<file path="src/rtl/pc_sequencer.sv">
`default_nettype none
// ============================================================================
// Module      : pc_sequencer
// Description : Fetch program counter with redirect, flush and halt sequencing.
// Revision    : 1.0 - initial release
// ============================================================================
module pc_sequencer #(
    parameter logic [31:0] RESET_PC     = 32'h0000_0000,
    parameter int unsigned FLUSH_CYCLES = 2
) (
    input  logic        clk,
    input  logic        rst,
    input  logic        fetch_ready,
    input  logic        redirect_valid,
    input  logic [1:0]  redirect_type,
    input  logic [31:0] redirect_pc,
    input  logic [25:0] jump_imm26,
    input  logic [15:0] br_off16,
    input  logic [31:0] reg_target,
    input  logic        halt_req,
    output logic [31:0] pc_out,
    output logic        pc_valid,
    output logic        flush,
    output logic        halted,
    output logic        err_pulse,
    output logic [15:0] redirect_count
);

    localparam logic [3:0] c_flush_load = 4'(FLUSH_CYCLES);

    typedef enum logic [1:0] {
        S_IDLE   = 2'd0,
        S_FETCH  = 2'd1,
        S_FLUSH  = 2'd2,
        S_HALTED = 2'd3
    } state_t;

    state_t      r_state, w_state_nx;
    logic [3:0]  r_fcnt, w_fcnt_nx;
    logic [31:0] w_pc_nx, w_target;
    logic        w_valid_nx, w_flush_nx, w_halted_nx, w_err_nx;
    logic [15:0] w_count_nx;
    logic        w_type_legal, w_take, w_redir_err;

    // Target computation is purely a function of the redirect inputs.
    always_comb begin
        w_target     = '0;
        w_type_legal = 1'b1;
        case (redirect_type)
            2'b00:   w_target = {redirect_pc[31:28], jump_imm26, 2'b00};
            2'b01:   w_target = redirect_pc + {{14{br_off16[15]}}, br_off16, 2'b00};
            2'b10:   w_target = {reg_target[31:2], 2'b00};
            default: w_type_legal = 1'b0;
        endcase
        w_take      = redirect_valid && w_type_legal;
        w_redir_err = redirect_valid &&
                      (!w_type_legal || (redirect_type == 2'b10 && reg_target[1:0] != 2'b00));
    end

    always_comb begin
        w_state_nx  = r_state;
        w_fcnt_nx   = r_fcnt;
        w_pc_nx     = pc_out;
        w_valid_nx  = pc_valid;
        w_flush_nx  = flush;
        w_halted_nx = halted;
        w_err_nx    = 1'b0;
        w_count_nx  = redirect_count;
        case (r_state)
            S_IDLE: begin
                w_state_nx = S_FETCH;
                w_valid_nx = 1'b1;
            end
            S_FETCH, S_FLUSH: begin
                w_err_nx = w_redir_err;
                if (w_take) begin
                    // Accepted in both states; a redirect in FLUSH restarts the flush window.
                    w_pc_nx    = w_target;
                    w_state_nx = S_FLUSH;
                    w_flush_nx = 1'b1;
                    w_valid_nx = 1'b0;
                    w_fcnt_nx  = c_flush_load;
                    if (redirect_count != 16'hFFFF)
                        w_count_nx = redirect_count + 16'd1;
                end else if (r_state == S_FLUSH) begin
                    w_fcnt_nx = r_fcnt - 4'd1;
                    if (r_fcnt <= 4'd1) begin
                        w_fcnt_nx  = 4'd0;
                        w_state_nx = S_FETCH;
                        w_flush_nx = 1'b0;
                        w_valid_nx = 1'b1;
                    end
                end else if (halt_req) begin
                    w_state_nx  = S_HALTED;
                    w_valid_nx  = 1'b0;
                    w_halted_nx = 1'b1;
                end else if (fetch_ready) begin
                    w_pc_nx = pc_out + 32'd4;
                end
            end
            default: ;
        endcase
    end

    always_ff @(posedge clk) begin
        if (rst) begin
            r_state        <= S_IDLE;
            r_fcnt         <= 4'd0;
            pc_out         <= RESET_PC;
            pc_valid       <= 1'b0;
            flush          <= 1'b0;
            halted         <= 1'b0;
            err_pulse      <= 1'b0;
            redirect_count <= 16'd0;
        end else begin
            r_state        <= w_state_nx;
            r_fcnt         <= w_fcnt_nx;
            pc_out         <= w_pc_nx;
            pc_valid       <= w_valid_nx;
            flush          <= w_flush_nx;
            halted         <= w_halted_nx;
            err_pulse      <= w_err_nx;
            redirect_count <= w_count_nx;
        end
    end

endmodule
`default_nettype wire

</file>
<file path="config.mk">
export PLATFORM = sky130hd
export DESIGN_NAME = pc_sequencer
export DESIGN_NICKNAME = d
export VERILOG_FILES = /design/src/rtl/pc_sequencer.sv
export SDC_FILE = /design/constraint.sdc
export NUM_CORES = 1
export LEC_CHECK = 0
export CAP_MARGIN = 15
export CELL_PAD_IN_SITES_DETAIL_PLACEMENT = 1
export CELL_PAD_IN_SITES_GLOBAL_PLACEMENT = 1
export CORE_UTILIZATION = 37
export CTS_CLUSTER_SIZE = 14
export DETAILED_ROUTE_END_ITERATION = 16
export PLACE_DENSITY_LB_ADDON = 0.05
export SLEW_MARGIN = 0
export SYNTH_ARGS = -nofsm -noshare
export SYNTH_HDL_FRONTEND = slang
export SYNTH_SLANG_ARGS = --single-unit
</file>
<file path="constraint.sdc">
create_clock -name clk -period 4.9 [get_ports clk]
set_input_delay 0.49 -clock clk [delete_from_list [all_inputs] [get_ports clk]]
set_output_delay 0.49 -clock clk [all_outputs]
set_load 0.01 [all_outputs]
</file>
==> results of run 1 <==
## critical path, cell delays in order
cell and delay [ns]:
clkdlybuf4s50_1 0.85, ha_1 0.63, a21o_1 0.22, a221oi_1 0.38, nor2_1 0.09, a311oi_1 0.67
a221oi_1 0.25, a31o_1 0.23, a21o_1 0.14
## path summary, 6_finish.rpt
path | end | from | slack [ns] | cells past startpoint
max | pc_out[31] | br_off16[15] | 1.17 | 9
min | flush | flush | 0.47 | 2
max reg2reg | pc_out[11] | r_state[0] | 1.62 | 9
min reg2reg | flush | flush | 0.47 | 2
## power by group
group | internal (mW) | total, mW | switching (mW) | leakage [nW]
Combinational | 0.354 | 0.797 | 0.444 | 2.20
Clock | 0.457 | 0.693 | 0.236 | 0.156
Sequential | 0.521 | 0.588 | 0.0671 | 0.471
Total | 1.33 | 2.08 | 0.747 | 2.83
## placed cells by master, fill, tap and decap left out, types with 4 or more instances in the layout
master / count
o21a_1: 8
xor2_1: 17
o21ai_0: 53
nor2b_1: 7
a311oi_1: 4
clkdlybuf4s50_1: 163
mux2i_1: 15
a21o_1: 16
nor4_1: 5
and4_1: 4
a211oi_1: 15
a31oi_1: 13
and3_1: 10
nand2_1: 84
ha_1: 37
nand2b_1: 4
xnor2_1: 15
a21boi_0: 4
nor3_1: 30
a21oi_1: 61
inv_1: 20
nand4_1: 12
a2111oi_0: 4
mux2_2: 7
or3_1: 9
clkbuf_16: 9
a221oi_1: 7
nor3b_1: 5
nand4b_1: 4
and2_1: 9
nand3_1: 29
dfxtp_1: 58
buf_4: 11
nor2_1: 85
o22ai_1: 6
o211ai_1: 9
## cell type report
| cell class | instances | area [um2] | share of cell area (%) |
|---|---|---|---|
| clock buffer | 11 | 243 | 3.21 |
| clock inverter | 5 | 77.6 | 1.03 |
| inverter | 21 | 78.8 | 1.04 |
| multi-input combinational | 640 | 4060 | 53.7 |
| sequential | 58 | 1160 | 15.3 |
| tap | 180 | 225 | 2.98 |
| timing repair buffer | 175 | 1720 | 22.7 |
## registers in the layout, summed over array words and instances (netlist names)
signal	count
pc_out	32
redirect_count	16
r_fcnt	4
r_state	2
err_pulse	1
flush	1
halted	1
pc_valid	1
## metal layers
layer  up-vias  share of wire [%]  wire [um]
li1       3100                  -          -
met4         0                1.9        438
met3        30                5.8       1320
met1      3171                 45      10300
met2       221                 47      10800
met5         -                  0          0
## synthesized netlist by cell type (5+ instances only)
master and instances:
a21oi_1 61, nand4_1 12, o211ai_1 9, a221oi_1 7, o21a_1 8, or3_1 9, o21ai_0 53, clkbuf_1 25
xor2_1 17, and3_1 10, xnor2_1 15, o22ai_1 6, and2_1 9, mux2_2 7, nand2_1 84, inv_1 20
ha_1 37, dfxtp_1 58, nor3_1 30, nor3b_1 5, nor2_1 85, a21o_1 16, nor4_1 5, a211oi_1 15
a31oi_1 13, nor2b_1 7, mux2i_1 15, nand3_1 29
## cells by family after synthesis
logic type | Yosys count | synth area share (%)
AND/OR/NAND/NOR | 313 | 28.5
AO/OA/AOI/OAI | 235 | 28.0
XOR/XNOR | 32 | 5.17
multiplexers | 22 | 4.22
adder cells (fa/ha/maj) | 38 | 8.91
buffers and inverters | 53 | 3.76
flip-flops | 58 | 21.4
## through the flow
stage | worst slack [ns] | utilization [%]
after CTS | 1.27 | 53.7
after global routing | 1.11 | 53.7
after detailed placement | 0.938 | 51.4
after floorplan | 2.23 | -
final | 1.17 | 53.7
after global placement | 1.04 | 51.4
==> impl_metrics.ini, run 1 <==
[status]
outcome = completed

[grt]
grt_pass1_wl_um = 35100
overflow = 0
track_usage_pct = 30.5
top_usage_layer = met2
met1_usage_pct = 39.7
antenna_found_initial = 0
use_met2_pct = 50.9
first_global_vias = 6600
grt_max_degree = 44
grtUsageMet3_pct = 6.00

[clocking]
cts.sink_count = 58
tritoncts = done
h-tree-depth = 3
cts_root_buf = clkbuf_16
post_cts_buffers = 0
holdBufCountCts = 0
cts_buffers = 9
clk_latency_ns = 0.34
clkSlewWorstSetupHoldPaths_ns = 0.06
clk_path_buf_depth = 2
cts_resized = 0

[timing]
post-route-period-util_pct = 76.2
tightestPinTransition_ns = 0.928
min_period_ns = 3.73
fin_worst_skew_ns = 0.00863
slew_viol_final = 0
setup_viol = 0
finalSetupTns_ns = 0
hold_ws_ns = 0.467
fmax_mhz = 268
rsz0062_at_grt = false
max-slew-margin-rel_pct = 37.9
finalHoldViolations = 0

[power]
p_total_mw = 2.08
p_leak_nw = 2.83
p_per_area_nw_per_um2 = 275
ir_drop_mv = 0.156

[detailed_routing]
antenna_left = 0
dr.pass1.iters = 5
post_drt_wl_per_cell_um = 21.0
drc = 0
vias = 6522
first_iter_violations = 532
wl_um = 22900
viasPerCell = 5.98

[floorplan]
die_x_um = 123
dieArea_um2 = 15100
die_y_um = 123
num_rows = 43
io_pins = 165
core_um2 = 14100
start_util_pct = 38.5

[logic_synthesis]
synth_edf_count = 0
synth_area_um2 = 5420
synth_cell_type_count = 73
synth_top_area_share_pct = 21.4
ys_seq_elements = 58
ys_top_cells_by_area = dfxtp_1 21%, ha_1 8.5%, nor2_1 5.9%
avgSynthCellArea_um2 = 7.22
yosysWarnings = 0
async_reset_ff_share_pct = 0
yosysTopAreaCell = dfxtp_1
seq_area_frac_synth_pct = 21.4
syn_inst = 751
syn_nets = 902
synth_ff_type = dfxtp_1

[place]
place_hpwl_um = 17900
io_buffers = 164
dp_cells = 1074
gp_congestion = 0.918
placed_area_um2 = 7240

[worst_setup_path]
critPathArrivalTime_ns = 3.97
cp-start-kind = primary input
path_class = in2reg
crit_required_ns = 5.14
crit_path_max_fanout = 17
crit_path_end_kind = flop

[layout]
antennaDiodeCount = 0
nets = 1056
syn_to_final_growth_pct = 39.5
final_cells = 1090
drive_gt1_share_pct = 5.05
fill_cells = 1751
fin_area_um2 = 7560

[worst_hold_path]
hp-class = reg2reg

[run]
cap_violations = 0
No activity file was read; power rests on OpenSTA's default activity.
==> run 2, diff against run 1 <==
--- a/config.mk
+++ b/config.mk
@@ -8,7 +8,7 @@
 export CAP_MARGIN = 15
 export CELL_PAD_IN_SITES_DETAIL_PLACEMENT = 1
 export CELL_PAD_IN_SITES_GLOBAL_PLACEMENT = 1
-export CORE_UTILIZATION = 37
+export CORE_UTILIZATION = 34
 export CTS_CLUSTER_SIZE = 14
 export DETAILED_ROUTE_END_ITERATION = 16
 export PLACE_DENSITY_LB_ADDON = 0.05
==> constraint.sdc (replaced) <==
create_clock -name clk -period 3.9 [get_ports clk]
set_input_delay 0.39 -clock clk [delete_from_list [all_inputs] [get_ports clk]]
set_output_delay 0.39 -clock clk [all_outputs]
set_load 0.01 [all_outputs]
==> run 2 against run 1 <==
Worst hold slack got worse by 0.0040 ns. Final cell count increased by 3.5%. Register-to-register slack got worse by 0.85 ns. Via count increased by 0.81%. Routed wire length increased by 2.3%. Die area increased by 8.7%. Design area increased by 0.58%. Global-route usage decreased by 1.5 points. Clock power increased by 8.2%. Highest routed layer unchanged.
==> impl_metrics.ini, run 2 (same netlist as run 1, synthesis figures left out) <==
[timing]
min_period_ns = 3.13
hold_ws_ns = 0.463
tightestPinTransition_ns = 0.747
slew_viol_final = 0
fmax_mhz = 319
max-slew-margin-rel_pct = 48.9
post-route-period-util_pct = 80.3
finalHoldViolations = 0
fin_worst_skew_ns = 0.00932
setup_viol = 0
rsz0062_at_grt = false
finalSetupTns_ns = 0

[worst_setup_path]
r2r-start = r_state[0]
crit_path_end_kind = flop
cp-start-kind = flop
path_class = reg2reg
crit_path_max_fanout = 10
crit_path_start = r_state[0]
critPathArrivalTime_ns = 3.39
crit_required_ns = 4.16

[floorplan]
dieArea_um2 = 16500
die_x_um = 128
die_y_um = 128
core_um2 = 15400
num_rows = 45
start_util_pct = 35.3
io_pins = 165

[power]
p_switching_mw = 0.957
ir_drop_mv = 0.221
pwr-share-seq_pct = 29.4
p_per_area_nw_per_um2 = 330
p_int_mw = 1.55
netSwitchingFraction_pct = 38.1
p_leak_nw = 2.84
p_comb_share_pct = 40.7
pwr-share-clk_pct = 29.9

[layout]
drive_gt1_share_pct = 5.78
multi_input_area_um2 = 4060
syn_to_final_growth_pct = 40.3
largestRegisters = pc_out x32, redirect_count x16, r_fcnt x4
regArea_um2 = 1160
top_register = pc_out
nets = 1063
fill_cells = 1926
antennaDiodeCount = 0
largest_reg_flops = 32
layout_common_cells = 163 x clkdlybuf4s50_1, 85 x nor2_1, 84 x nand2_1, 61 x a21oi_1, 58 x dfxtp_1
final_cells = 1128
final_common_cell = clkdlybuf4s50_1

[detailed_routing]
first_iter_violations = 439
viasPerCell = 5.83
post_drt_wl_per_cell_um = 20.7
vias = 6575
wl_um = 23400
dr.pass1.iters = 4
antenna_left = 0
drc = 0

[clocking]
post_cts_buffers = 0
cts_buffers = 9
tritoncts = done
cts.sink_count = 58
clk_latency_ns = 0.34
cts_root_buf = clkbuf_16
cts_resized = 0
clkSlewWorstSetupHoldPaths_ns = 0.05
h-tree-depth = 3
holdBufCountCts = 0
clk_path_buf_depth = 2

[grt]
overflow = 0
track_usage_pct = 29.1
grt_pass1_wl_um = 36900
antenna_found_initial = 0
grt_max_degree = 34
first_global_vias = 6827

[place]
place_hpwl_um = 18200
dp_cells = 1112
gp_congestion = 0.867
io_buffers = 164

[worst_hold_path]
hp-class = reg2reg
hold_start = flush

[run]
cap_violations = 0

[status]
outcome = completed
-- run 2: changes by cell type in the layout (fill, tap and decap cells not counted), sizes merged --
cell / previous run / this run
buf: 12 / 19
bufinv: 2 / 0
clkinv: 3 / 4
clkinvlp: 1 / 2
-- run 2: layer usage --
layer | part of all wire [%] | up-vias | track usage, %
met1 | 47 | 3225 | 39.0
met5 | 0 | - | 0
met2 | 47 | 215 | 48.6
met3 | 5.2 | 24 | 4.22
met4 | 1.5 | 0 | 7.27
li1 | - | 3111 | -
-- run 2: cell type report --
class                           count  area share (%)
Tap cell                          211            3.47
Inverter                           21            1.04
Sequential cell                    58            15.3
Clock buffer                       11            3.19
Timing Repair Buffer              182            23.3
Multi-Input combinational cell    640            53.4
Clock inverter                      5           0.395
-- run 2: final timing paths --
path,cells after the start,slack (ns),endpoint
max,9,0.77,pc_out[11]
min,2,0.46,flush
max reg2reg,9,0.77,pc_out[11]
min reg2reg,2,0.46,flush
-- run 2: power by group through the flow --
stage,logic [mW],clock network [mW],registers (mW)
CTS,1.02,0.763,0.736
detailed placement,1.01,0,0.748
finish,1.02,0.750,0.737
global placement,0.987,0,0.743
floorplan,0.531,0,0.745
global route,1.11,0.783,0.747
-- run 2: worst max-delay path: stages, from the launching register on --
cell and delay, ns:
dfxtp_1 0.41, inv_1 0.07, ha_1 0.40, clkinv_1 0.42, o21a_1 0.29, nand2_1 0.35, nor3_1 0.16, a2111oi_0 0.71
nand2_1 0.12, a21oi_1 0.13
-- run 2: stage by stage --
step / util, % / worst slack, ns / instance area, um2 / total power [mW]
after floorplan: - / 1.33 / 5420 / 1.28
after global placement: 47.7 / 0.578 / 7340 / 1.73
after detailed placement: 47.7 / 0.482 / 7340 / 1.76
after CTS: 49.5 / 0.815 / 7610 / 2.52
after global routing: 49.5 / 0.527 / 7610 / 2.64
final: 49.5 / 0.770 / 7610 / 2.51
